## src/rtl/key_conditioner.sv

```systemverilog
// -----------------------------------------------------------------------------
// key_conditioner
//
// Conditions CHANNELS independent pushbutton inputs. Each channel has:
//   polarity correction -> two-flop synchronizer -> debounce timer -> debounced
//   level with press/release edge pulses -> typematic (auto-repeat) FSM that
//   produces a strobe train and a long-press "held" flag.
//
// Parameters
//   CHANNELS      number of independent channels
//   DEBOUNCE_BITS debounce timer width; input must be stable 2^DEBOUNCE_BITS cycles
//   HOLD          cycles from the press strobe to the first auto-repeat strobe (>= 2)
//   REPEAT        cycles between auto-repeat strobes (>= 1)
//   ACTIVE_LOW    1: a raw input of 0 means "pressed"
//
// Ports
//   clk        single clock, all state on rising edge
//   reset_n    synchronous active-low reset
//   raw        asynchronous button inputs
//   repeat_en  per-channel auto-repeat enable, sampled every cycle
//   level      debounced level, 1 = pressed
//   press      one-cycle pulse, cycle after level rises
//   release_o  one-cycle pulse, cycle after level falls
//              ('release' is a reserved word in SystemVerilog)
//   strobe     typematic pulse train (press, then HOLD, then every REPEAT)
//   held       long-press flag, set HOLD cycles after press until release
// -----------------------------------------------------------------------------
module key_conditioner #(
    parameter int CHANNELS      = 4,
    parameter int DEBOUNCE_BITS = 14,
    parameter int HOLD          = 25_000_000,
    parameter int REPEAT        = 5_000_000,
    parameter int ACTIVE_LOW    = 1
) (
    input  logic                clk,
    input  logic                reset_n,
    input  logic [CHANNELS-1:0] raw,
    input  logic [CHANNELS-1:0] repeat_en,
    output logic [CHANNELS-1:0] level,
    output logic [CHANNELS-1:0] press,
    output logic [CHANNELS-1:0] release_o,
    output logic [CHANNELS-1:0] strobe,
    output logic [CHANNELS-1:0] held
);

    localparam int CNT_MAX = (HOLD > REPEAT) ? HOLD : REPEAT;
    localparam int CNT_W   = $clog2(CNT_MAX);

    localparam logic [CNT_W-1:0]         HOLD_LAST   = CNT_W'(HOLD - 1);
    localparam logic [CNT_W-1:0]         REPEAT_LAST = CNT_W'(REPEAT - 1);
    localparam logic [DEBOUNCE_BITS-1:0] TIMER_MAX   = {DEBOUNCE_BITS{1'b1}};

    typedef enum logic [1:0] {
        ST_IDLE      = 2'd0,
        ST_WAIT_HOLD = 2'd1,
        ST_REPEATING = 2'd2
    } state_t;

    // Polarity is applied before synchronization so every later stage sees
    // 1 = pressed regardless of board wiring.
    logic [CHANNELS-1:0] raw_pol;
    assign raw_pol = (ACTIVE_LOW != 0) ? ~raw : raw;

    for (genvar i = 0; i < CHANNELS; i++) begin : g_ch
        logic                     sync0_q, sync0_d;
        logic                     sync1_q, sync1_d;
        logic                     level_q, level_d;
        logic                     level_prev_q, level_prev_d;
        logic [DEBOUNCE_BITS-1:0] timer_q, timer_d;
        logic                     press_q, press_d;
        logic                     release_q, release_d;
        logic                     strobe_q, strobe_d;
        logic                     held_q, held_d;
        logic [CNT_W-1:0]         cnt_q, cnt_d;
        state_t                   state_q, state_d;
        logic                     rise;
        logic                     fall;

        // Debounced edges are detected one cycle after level changes, which is
        // what places press/release (and the FSM reaction) in the following cycle.
        assign rise = level_q & ~level_prev_q;
        assign fall = ~level_q & level_prev_q;

        // Synchronizer, debounce timer and edge pulses.
        always_comb begin
            sync0_d      = raw_pol[i];
            sync1_d      = sync0_q;
            level_d      = level_q;
            timer_d      = timer_q;
            level_prev_d = level_q;
            press_d      = rise;
            release_d    = fall;
            if (sync1_q == level_q) begin
                // Any agreement (including a bounce back) restarts the count.
                timer_d = '0;
            end else if (timer_q == TIMER_MAX) begin
                level_d = ~level_q;
                timer_d = '0;
            end else begin
                timer_d = timer_q + 1'b1;
            end
        end

        // Typematic FSM: next state, repeat counter, strobe and held.
        always_comb begin
            state_d  = state_q;
            cnt_d    = cnt_q;
            strobe_d = 1'b0;
            held_d   = held_q;
            if (fall) begin
                // A release aborts from any state, same cycle as release_o.
                state_d = ST_IDLE;
                cnt_d   = '0;
                held_d  = 1'b0;
            end else begin
                case (state_q)
                    ST_IDLE: begin
                        if (rise) begin
                            state_d  = ST_WAIT_HOLD;
                            cnt_d    = '0;
                            strobe_d = 1'b1;
                        end else begin
                            cnt_d = '0;
                        end
                    end
                    ST_WAIT_HOLD: begin
                        if (cnt_q == HOLD_LAST) begin
                            state_d  = ST_REPEATING;
                            cnt_d    = '0;
                            held_d   = 1'b1;
                            strobe_d = repeat_en[i];
                        end else begin
                            cnt_d = cnt_q + 1'b1;
                        end
                    end
                    ST_REPEATING: begin
                        if (cnt_q == REPEAT_LAST) begin
                            cnt_d    = '0;
                            strobe_d = repeat_en[i];
                        end else begin
                            cnt_d = cnt_q + 1'b1;
                        end
                    end
                    default: begin
                        state_d = ST_IDLE;
                        cnt_d   = '0;
                        held_d  = 1'b0;
                    end
                endcase
            end
        end

        // Channel state register with synchronous active-low reset.
        always_ff @(posedge clk) begin
            if (!reset_n) begin
                sync0_q      <= 1'b0;
                sync1_q      <= 1'b0;
                level_q      <= 1'b0;
                level_prev_q <= 1'b0;
                timer_q      <= '0;
                press_q      <= 1'b0;
                release_q    <= 1'b0;
                strobe_q     <= 1'b0;
                held_q       <= 1'b0;
                cnt_q        <= '0;
                state_q      <= ST_IDLE;
            end else begin
                sync0_q      <= sync0_d;
                sync1_q      <= sync1_d;
                level_q      <= level_d;
                level_prev_q <= level_prev_d;
                timer_q      <= timer_d;
                press_q      <= press_d;
                release_q    <= release_d;
                strobe_q     <= strobe_d;
                held_q       <= held_d;
                cnt_q        <= cnt_d;
                state_q      <= state_d;
            end
        end

        assign level[i]     = level_q;
        assign press[i]     = press_q;
        assign release_o[i] = release_q;
        assign strobe[i]    = strobe_q;
        assign held[i]      = held_q;
    end

endmodule

```

## config.mk

```make
export PLATFORM = sky130hd
export DESIGN_NAME = key_conditioner
export DESIGN_NICKNAME = d
export VERILOG_FILES = /design/src/rtl/key_conditioner.sv
export SDC_FILE = /design/constraint.sdc
export NUM_CORES = 1
export LEC_CHECK = 0
export ABC_AREA = 1
export CAP_MARGIN = 5
export CELL_PAD_IN_SITES_DETAIL_PLACEMENT = 1
export CELL_PAD_IN_SITES_GLOBAL_PLACEMENT = 1
export CORE_UTILIZATION = 42
export CTS_BUF_LIST = sky130_fd_sc_hd__clkbuf_8
export DETAILED_ROUTE_END_ITERATION = 16
export PLACE_DENSITY = 0.84
export SETUP_SLACK_MARGIN = 0.2
export SLEW_MARGIN = 15
export SYNTH_ARGS = -nofsm -noshare
export SYNTH_HDL_FRONTEND = slang
export SYNTH_SLANG_ARGS = --single-unit
```

## constraint.sdc

```tcl
create_clock -name clk -period 1.5 [get_ports clk]
set_input_delay 0.15 -clock clk [delete_from_list [all_inputs] [get_ports clk]]
set_output_delay 0.15 -clock clk [all_outputs]
set_load 0.01 [all_outputs]
```

==> impl_metrics.tcl, run 1 <==
set metrics [dict create \
    nets 1655 \
    violations "setup timing" \
    die_h_um 156 \
    cap_violations 0 \
    vdd_drop_max_uv 665 \
    synth_seq_area_share_pct 39.3 \
    hold_viol 0 \
    setup_viol_count_final 144 \
    dieArea_sq_mm 0.0244 \
    ys.flop_type "dfxtp_1" \
    post-place-ws_ns -0.328 \
    crit_arrival_ns 2.36 \
    grt_pass1_vias 10900 \
    power_leakage_nw 5.63 \
    min_period_ns 1.93 \
    fillCellCount 2823 \
    viasPerCell 5.55 \
    yosysMostFrequentCell "nand2_1" \
    max_freq_ghz 0.517 \
    power_mw 10.3 \
    slew_headroom_pct 60.5 \
    synthTopCellsByArea "dfxtp_1 (39%), nand2_1 (11%), nor2_1 (9.2%)" \
    fin_util_pct 61.7 \
    postCtsHoldBufs 0 \
    seqCellArea_sq_mm 0.00401 \
    syn_to_final_growth_pct 44.5 \
    yosysTopAreaCellShare_pct 39.3 \
    status "complete, but fails checks" \
    antenna_found_initial 0 \
    coreArea_sq_mm 0.0234 \
    grt_use_total_pct 28.7 \
    cts_buffers 17 \
    hpwl_um 19900 \
    syn-instance-count 1396 \
    crit_required_ns 1.92 \
    hold_ws_ns 0.179 \
    cpPeakStageDelay_ns 0.39 \
    cts.sinks 196 \
    cts-htree-levels 4 \
    ys_types 45 \
    io_pins 30 \
    cp_common_cell "nand2_4" \
    num_rows 56 \
    grt_max_degree 24 \
    netlist_area_sq_mm 0.00999 \
    synth-edff-count 0 \
    synthArstFlopShare_pct 0 \
    grt_overflow 0 \
    clk_pin_slew_worst_paths_ns 0.11 \
    setup_slack_ns -0.432 \
    grt_pass1_wl_um 54800 \
    drtIter0Drc 672 \
    fin_worst_skew_ns 0.0266 \
    die_w_um 156 \
    multi_input_area_sq_mm 0.00677 \
    wire_per_inst_um 23.0 \
    fin_crit_sh_pct 129 \
    drc 0 \
    cts_root_buffer "clkbuf_8" \
    avgSynthCellArea_sq_um 7.16 \
    maxSlewViolCount 0 \
    crit_path_cell_trace "inv_1 > nor2_1 > nand3_1 > nor2_2 > nand2_4 > nand2_4 > buf_6 > nand2_4 > nor2_1 > nor2_2" \
    ys_ff_latch 196 \
    cp-end-kind "register" \
    drive_gt1_share_pct 43.5 \
    synth_fp_nets 1430 \
    powerDensity_mw_per_mm2 710 \
    rsz0062_at_grt "true" \
    clock_path_buffers 2 \
    cp_max_fo 4 \
    critPathLaunchType "register" \
    vias 10800 \
    hold_class "in -> reg" \
    clock_latency_ns 0.54 \
    drt_wl_total_um 45000 \
    cts_tree "done" \
    finalSetupTns_ns -26.04 \
    post-synth-top-area-cell "dfxtp_1" \
    critPathSlowestCell "dfxtp_1" \
    antenna_cells 0 \
    dr.pass1.iters 7 \
    ant_nets 0 \
    yosys_warnings 0 \
    gp_congestion 0.854 \
    yosys-top-cells-count "nand2_1 (281), nor2_1 (244), dfxtp_1 (196), inv_1 (196), nand3_1 (79)" \
    port_buffers 29 \
    tightest_slew_ns 0.586 \
    worstSetupPathType "reg -> reg" \
    start_util_pct 42.7 \
]
kinds of logic (layout without fill, tap and decap cells):
group	after synthesis	count (layout)	synth area share, %
buffers and inverters	237	470	10.6
adder cells (fa/ha/maj)	24	24	3.01
XOR/XNOR	77	77	6.75
flip-flops	196	196	39.3
AND/OR/NAND/NOR	789	794	36.3
AO/OA/AOI/OAI	73	73	4.08
report_power, final:
part | switching, mW | leakage [nW] | total [mW] | internal, mW
combinational | 0.730 | 3.83 | 1.22 | 0.492
clock | 2.30 | 0.191 | 3.73 | 1.43
sequential | 0.0518 | 1.61 | 5.30 | 5.25
total | 3.09 | 5.63 | 10.3 | 7.17
sequential cells by signal (all words and copies together) (netlist names):
signal             count
g_ch.press_q           4
g_ch.cnt_q           100
g_ch.sync0_q           4
g_ch.level_prev_d      4
g_ch.release_q         4
g_ch.level_prev_q      4
g_ch.state_q           8
g_ch.held_q            4
g_ch.strobe_q          4
g_ch.timer_q          56
g_ch.sync1_q           4
metal layers:
metal	up-vias	track usage, %	wire [um]
li1	4761	-	-
met1	5304	30.8	16200
met2	513	54.1	23000
met3	265	4.43	2600
met4	0	14.7	3200
met5	-	0	0
metrics by stage:
| stage | cell area [sq um] | std cells |
|---|---|---|
| floorplan | 10200 | 1396 |
| global placement | 11700 | 1847 |
| detailed placement | 11700 | 1847 |
| CTS | 13200 | 1921 |
| global route | 14400 | 1953 |
| finish | 14400 | 1953 |
final cells by class:
cell class	count	area share (%)
clock inverters	13	0.849
clock buffers	19	1.81
repair buffers	236	14.5
well taps	319	2.76
multi-input cells	968	46.9
inverters	202	5.39
flip-flops and latches	196	27.8
cells in the final DEF (no fill, tap or decap), drive strengths merged, types with 24 or more instances in the layout:
cell and count:
nand3 87, a21oi 34, clkbuf 26, buf 206
nand2 307, nor3 52, nor2 303, ha 24
inv 206, nand4 26, xor2 52, xnor2 25
o21ai 24, dfxtp 196
what timing repair did:
action / CTS / global route
buffers inserted: 38 / 28
gates cloned: 4 / 4
setup endpoints to repair: 195 / 184
pin swaps: 78 / 101
gates resized for setup: 231 / 282
path summary, 6_finish.rpt:
path / start / to / slack, ns / depth (start not counted)
worst max register to register: g_ch[2].cnt_q[22] / g_ch[2].state_q[1] / -0.43 / 10
worst max-delay path: g_ch[2].cnt_q[22] / g_ch[2].state_q[1] / -0.43 / 10
worst min-delay path: raw[0] / g_ch[0].sync0_q / 0.18 / 2
worst min register to register: g_ch[0].sync0_q / g_ch[0].sync1_q / 0.42 / 2
worst max-delay path, delay by kind of cell (launching register included):
kind | cells | cell delay, ns
buf+inv | 2 | 0.20
flops | 1 | 0.39
simple gates | 8 | 1.23
Note: power is estimated with default switching activity, not from simulation.
==> run 2: changes to the inputs <==
--- a/config.mk
+++ b/config.mk
@@ -9,12 +9,12 @@
 export CAP_MARGIN = 5
 export CELL_PAD_IN_SITES_DETAIL_PLACEMENT = 1
 export CELL_PAD_IN_SITES_GLOBAL_PLACEMENT = 1
+export CORE_ASPECT_RATIO = 1.4
 export CORE_UTILIZATION = 42
 export CTS_BUF_LIST = sky130_fd_sc_hd__clkbuf_8
 export DETAILED_ROUTE_END_ITERATION = 16
-export PLACE_DENSITY = 0.84
+export PLACE_DENSITY_LB_ADDON = 0.1
 export SETUP_SLACK_MARGIN = 0.2
-export SLEW_MARGIN = 15
 export SYNTH_ARGS = -nofsm -noshare
 export SYNTH_HDL_FRONTEND = slang
 export SYNTH_SLANG_ARGS = --single-unit
==> run 2 against run 1 <==
The flow still finishes with violations (setup timing). Clock skew fell by 0.0080 ns. Cell count is 1.7% higher. Count of clock-buffer cells in the layout down 2. Via count fell by 7.0%. Fmax is 14% higher. Die area about the same. Combinational power fell by 8%. Sequential power about the same. Critical endpoint is now g_ch[1].cnt_q[22]. Clock power down 6.7%.
==> impl_metrics.tcl, run 2 (synthesized netlist as in run 1, its figures left out) <==
set metrics [dict create \
    status "complete, but fails checks" \
    violations "setup timing" \
    cpPeakStageDelay_ns 0.38 \
    internal_power_mw 6.99 \
    coreArea_sq_mm 0.0233 \
    fin_worst_skew_ns 0.0186 \
    tightest_slew_ns 0.512 \
    p_seq_share_pct 53.5 \
    grt_use_total_pct 24.8 \
    cp_max_fo 4 \
    viasPerCell 5.08 \
    r2r-start "g_ch[1].cnt_q[0]" \
    netSwitchingPower_mw 2.91 \
    critPathSlowestCell "o21ai_0" \
    drc 0 \
    cp-end-kind "register" \
    slew_headroom_pct 65.5 \
    num_rows 66 \
    ant_nets 0 \
    crit_path_start "g_ch[1].cnt_q[0]" \
    maxSlewViolCount 0 \
    antenna_found_initial 0 \
    die_w_um 132 \
    cp_common_cell "nand3_1" \
    max_freq_ghz 0.591 \
    hpwl_um 19800 \
    cts_buffers 17 \
    final_common_cell "nand2_1" \
    fillCellCount 2822 \
    cap_violations 0 \
    fin_crit_sh_pct 113 \
    worstRegToRegCells 7 \
    postCtsHoldBufs 0 \
    cts-htree-levels 4 \
    grt_pass1_vias 10500 \
    fin_util_pct 62.9 \
    dieArea_sq_mm 0.0244 \
    r2r_end "g_ch[1].cnt_q[22]" \
    critPathLaunchType "register" \
    crit_required_ns 1.93 \
    cts_root_buffer "clkbuf_8" \
    post-place-ws_ns -0.329 \
    drive_gt1_share_pct 42.9 \
    start_util_pct 42.9 \
    crit_arrival_ns 2.12 \
    clock_path_buffers 2 \
    path_delay_family "simple AND/OR/NAND/NOR gates" \
    rsz0062_at_grt "true" \
    drtIter0Drc 370 \
    gp_congestion 0.870 \
    port_buffers 29 \
    dr.pass1.iters 5 \
    vdd_drop_max_uv 654 \
    crit_buf_inv 0 \
    powerDensity_mw_per_mm2 676 \
    largest_register "g_ch.cnt_q" \
    setup_slack_ns -0.193 \
    antenna_cells 0 \
    swShare_pct 29.4 \
    crit_path_cell_trace "ha_4 > nand2_4 > nor2_4 > nand3_1 > o21ai_0 > nand3_1 > nor2_1" \
    grt_overflow 0 \
    multi_input_area_sq_mm 0.00664 \
    clk_pin_slew_worst_paths_ns 0.12 \
    io_pins 30 \
    drt_wl_total_um 35500 \
    wire_per_inst_um 17.9 \
    cts_tree "done" \
    cts.sinks 196 \
    syn_to_final_growth_pct 46.6 \
    largest_reg_flops 100 \
    setup_viol_count_final 137 \
    vias 10100 \
    pwr-share-comb_pct 11.4 \
    clkPwrFrac_pct 35.2 \
    clock_latency_ns 0.50 \
    min_period_ns 1.69 \
    power_leakage_nw 5.84 \
    grt_max_degree 20 \
    worstSetupPathType "reg -> reg" \
    hold_class "in -> reg" \
    final_cell_mix "nand2_1 (226), buf_4 (194), inv_1 (182)" \
    rrSetupSlack_ns -0.19 \
    cp.depth 7 \
    die_h_um 184 \
    grt_pass1_wl_um 48800 \
    nets 1702 \
    seqCellArea_sq_mm 0.00400 \
    top_regs "g_ch.cnt_q x100, g_ch.timer_q x56, g_ch.state_q x8" \
    hold_ws_ns 0.181 \
    hold_viol 0 \
    cp-endpoint "g_ch[1].cnt_q[22]" \
]
## run 2: cell type report
cell class | count | share of cell area (%)
inverters | 202 | 5.30
multi-input cells | 972 | 45.3
well taps | 306 | 2.61
clock inverters | 15 | 0.948
flip-flops and latches | 196 | 27.3
clock buffers | 17 | 1.60
repair buffers | 279 | 16.9
## run 2: metrics by stage
stage	TNS, ns	total power, mW	std cells	cell area, sq um
2_1_floorplan	0	5.94	1396	10200
3_3_place_gp	-29.91	6.22	1871	12000
3_5_place_dp	-36.59	6.25	1871	12000
4_1_cts	-3.29	9.77	1949	13600
5_1_grt	-22.38	10.2	1987	14600
6_report	-10.88	9.90	1987	14600
## run 2: timing repair
action                     4_1_cts  5_1_grt
pin swaps                       74       76
gates cloned                     9        2
setup buffers                   37       36
setup endpoints to repair      194      183
resized for setup              256      208
## run 2: worst min path at each step
stage / start / endpoint / slack (ns) / cells after the start
floorplan: raw[0] / g_ch[0].sync0_q / 0.22 / 1
global placement: g_ch[3].level_prev_q / g_ch[3].press_q / 0.40 / 1
detailed placement: g_ch[3].level_prev_q / g_ch[3].press_q / 0.40 / 1
CTS: reset_n / g_ch[3].level_prev_d / 0.16 / 3
global route: raw[3] / g_ch[3].sync0_q / 0.15 / 2
finish: raw[3] / g_ch[3].sync0_q / 0.18 / 2
## run 2: power groups by stage
| stage | logic [mW] | registers [mW] | clock network (mW) |
|---|---|---|---|
| global placement | 0.798 | 5.42 | 0 |
| floorplan | 0.521 | 5.42 | 0 |
| global route | 1.21 | 5.30 | 3.74 |
| CTS | 0.946 | 5.30 | 3.53 |
| detailed placement | 0.830 | 5.42 | 0 |
| finish | 1.12 | 5.29 | 3.48 |
## run 2: layer usage
layer	GRT usage, %	part of all wire [%]	vias up
met5	0	0	-
met1	24.6	37	4935
met4	8.37	3.8	0
met2	51.4	57	181
met3	3.47	2.4	122
li1	-	-	4848
==> run 3: changes to the inputs <==
--- a/config.mk
+++ b/config.mk
@@ -10,6 +10,7 @@
 export CELL_PAD_IN_SITES_DETAIL_PLACEMENT = 1
 export CELL_PAD_IN_SITES_GLOBAL_PLACEMENT = 1
 export CORE_ASPECT_RATIO = 1.4
+export CORE_MARGIN = 2
 export CORE_UTILIZATION = 42
 export CTS_BUF_LIST = sky130_fd_sc_hd__clkbuf_8
 export DETAILED_ROUTE_END_ITERATION = 16
==> run 3 against run 2 <==
The flow still finishes with violations (setup timing). Hold slack improved by 0.0018 ns. Sequential share of layout area decreased by 0.22 points. Final area increased by 0.85%. Critical path depth increased by 5. Wire length decreased by 1.3%. Largest cell class unchanged. Fmax increased by 1.3%. Clock power increased by 8.0%. Combinational power increased by 9.8%. Die area increased by 2.6%. Critical path type unchanged. Flip-flop and latch count unchanged.
==> impl_metrics.tcl, run 3 (synthesized netlist as in run 1, its figures left out) <==
set metrics [dict create \
    die_h_um 186 \
    grt_overflow 0 \
    cts_root_buffer "clkbuf_8" \
    fin_crit_sh_pct 111 \
    dr.pass1.iters 4 \
    placed_cells 1857 \
    crit_arrival_ns 2.10 \
    gp_congestion 0.825 \
    grt_pass1_wl_um 48200 \
    die_w_um 134 \
    worstSetupPathType "reg -> reg" \
    cts-htree-levels 4 \
    clock_latency_ns 0.50 \
    io_pins 30 \
    port_buffers 29 \
    cts.sinks 196 \
    maxSlewViolCount 0 \
    grt_max_degree 26 \
    setup_slack_ns -0.172 \
    fillCellCount 2819 \
    start_util_pct 42.9 \
    slew_headroom_pct 68.9 \
    drt_wl_total_um 35100 \
    setup_viol_count_final 138 \
    powerDensity_mw_per_mm2 696 \
    largest_reg_flops 100 \
    viasPerCell 5.07 \
    tightest_slew_ns 0.462 \
    final_common_cell "nand2_1" \
    final_cell_mix "nand2_1 (220), buf_4 (187), inv_1 (181)" \
    power_leakage_nw 5.85 \
    nets 1684 \
    clk_pin_slew_worst_paths_ns 0.11 \
    placed_cell_area_sq_mm 0.0118 \
    top_regs "g_ch.cnt_q x100, g_ch.timer_q x56, g_ch.state_q x8" \
    grt_pass1_vias 10400 \
    coreArea_sq_mm 0.0233 \
    grt_use_total_pct 23.5 \
    antenna_found_initial 0 \
    drc 0 \
    status "complete, but fails checks" \
    fin_worst_skew_ns 0.0209 \
    drive_gt1_share_pct 43.6 \
    wire_per_inst_um 17.8 \
    post-place-ws_ns -0.185 \
    cap_violations 0 \
    violations "setup timing" \
    drtIter0Drc 313 \
    postCtsHoldBufs 0 \
    cts_buffers 17 \
    cp_max_fo 4 \
    clock_path_buffers 2 \
    cts_tree "done" \
    vias 9985 \
    ant_nets 0 \
    stdcell_area_sq_mm 0.0148 \
    num_rows 66 \
    vdd_drop_max_uv 851 \
    max_freq_ghz 0.598 \
    crit_required_ns 1.92 \
    fin_util_pct 63.4 \
    min_period_ns 1.67 \
    hpwl_um 19400 \
    syn_to_final_growth_pct 47.8 \
    hold_class "in -> reg" \
    critPathLaunchType "register" \
    antenna_cells 0 \
    final_cells 1968 \
    power_mw 10.3 \
    finalSetupTns_ns -10.87 \
    cp-end-kind "register" \
    rsz0062_at_grt "true" \
    hold_ws_ns 0.183 \
    largest_register "g_ch.cnt_q" \
    hold_viol 0 \
    dieArea_sq_mm 0.0251 \
]
run 3: path summary, 6_finish.rpt:
check,startpoint,end,slack [ns],depth (start not counted)
min reg2reg,g_ch[0].level_prev_q,g_ch[0].press_q,0.43,1
min,raw[2],g_ch[2].sync0_q,0.18,2
max reg2reg,g_ch[2].cnt_q[1],g_ch[2].state_q[1],-0.17,12
max,g_ch[2].cnt_q[1],g_ch[2].state_q[1],-0.17,12
run 3: power by group:
part	switching, mW	internal, mW	total, mW	leakage (nW)
Combinational	0.689	0.536	1.23	4.02
Sequential	0.0467	5.25	5.29	1.61
Clock	1.98	1.78	3.76	0.213
Total	2.72	7.56	10.3	5.85
run 3: cell type report:
type                            count  area, sq um  area share, %
Multi-Input combinational cell    971         6860           46.5
Sequential cell                   196         4000           27.1
Timing Repair Buffer              262         2320           15.7
Inverter                          202          773           5.24
Tap cell                          306          383           2.59
Clock buffer                       20          275           1.86
Clock inverter                     11          149           1.01
run 3: metal layers:
metal  share of wire, %  wire, um  vias up  global-route usage, %
met5                  0         0        -                      0
met4                3.8      1320        0                   8.42
met3                2.1       727      108                   3.61
met2                 58     20300      151                   46.8
met1                 36     12700     4915                   24.0
li1                   -         -     4811                      -
run 3: critical path, stage by stage (launching register included):
cell and delay (ns):
dfxtp_2 0.36, ha_4 0.15, nand2_4 0.05, nor2_4 0.11, nand3_2 0.08, nor2_1 0.09, nand2_1 0.12, nand2_2 0.17
buf_6 0.13, nand2_4 0.07, nand2_2 0.08, nand2_1 0.05, nor2_1 0.14
run 3: repair_timing:
item,CTS,global route
buffers inserted,35,32
setup endpoints to repair,192,183
pin swaps,63,92
gates cloned,8,5
gates resized for setup,217,284
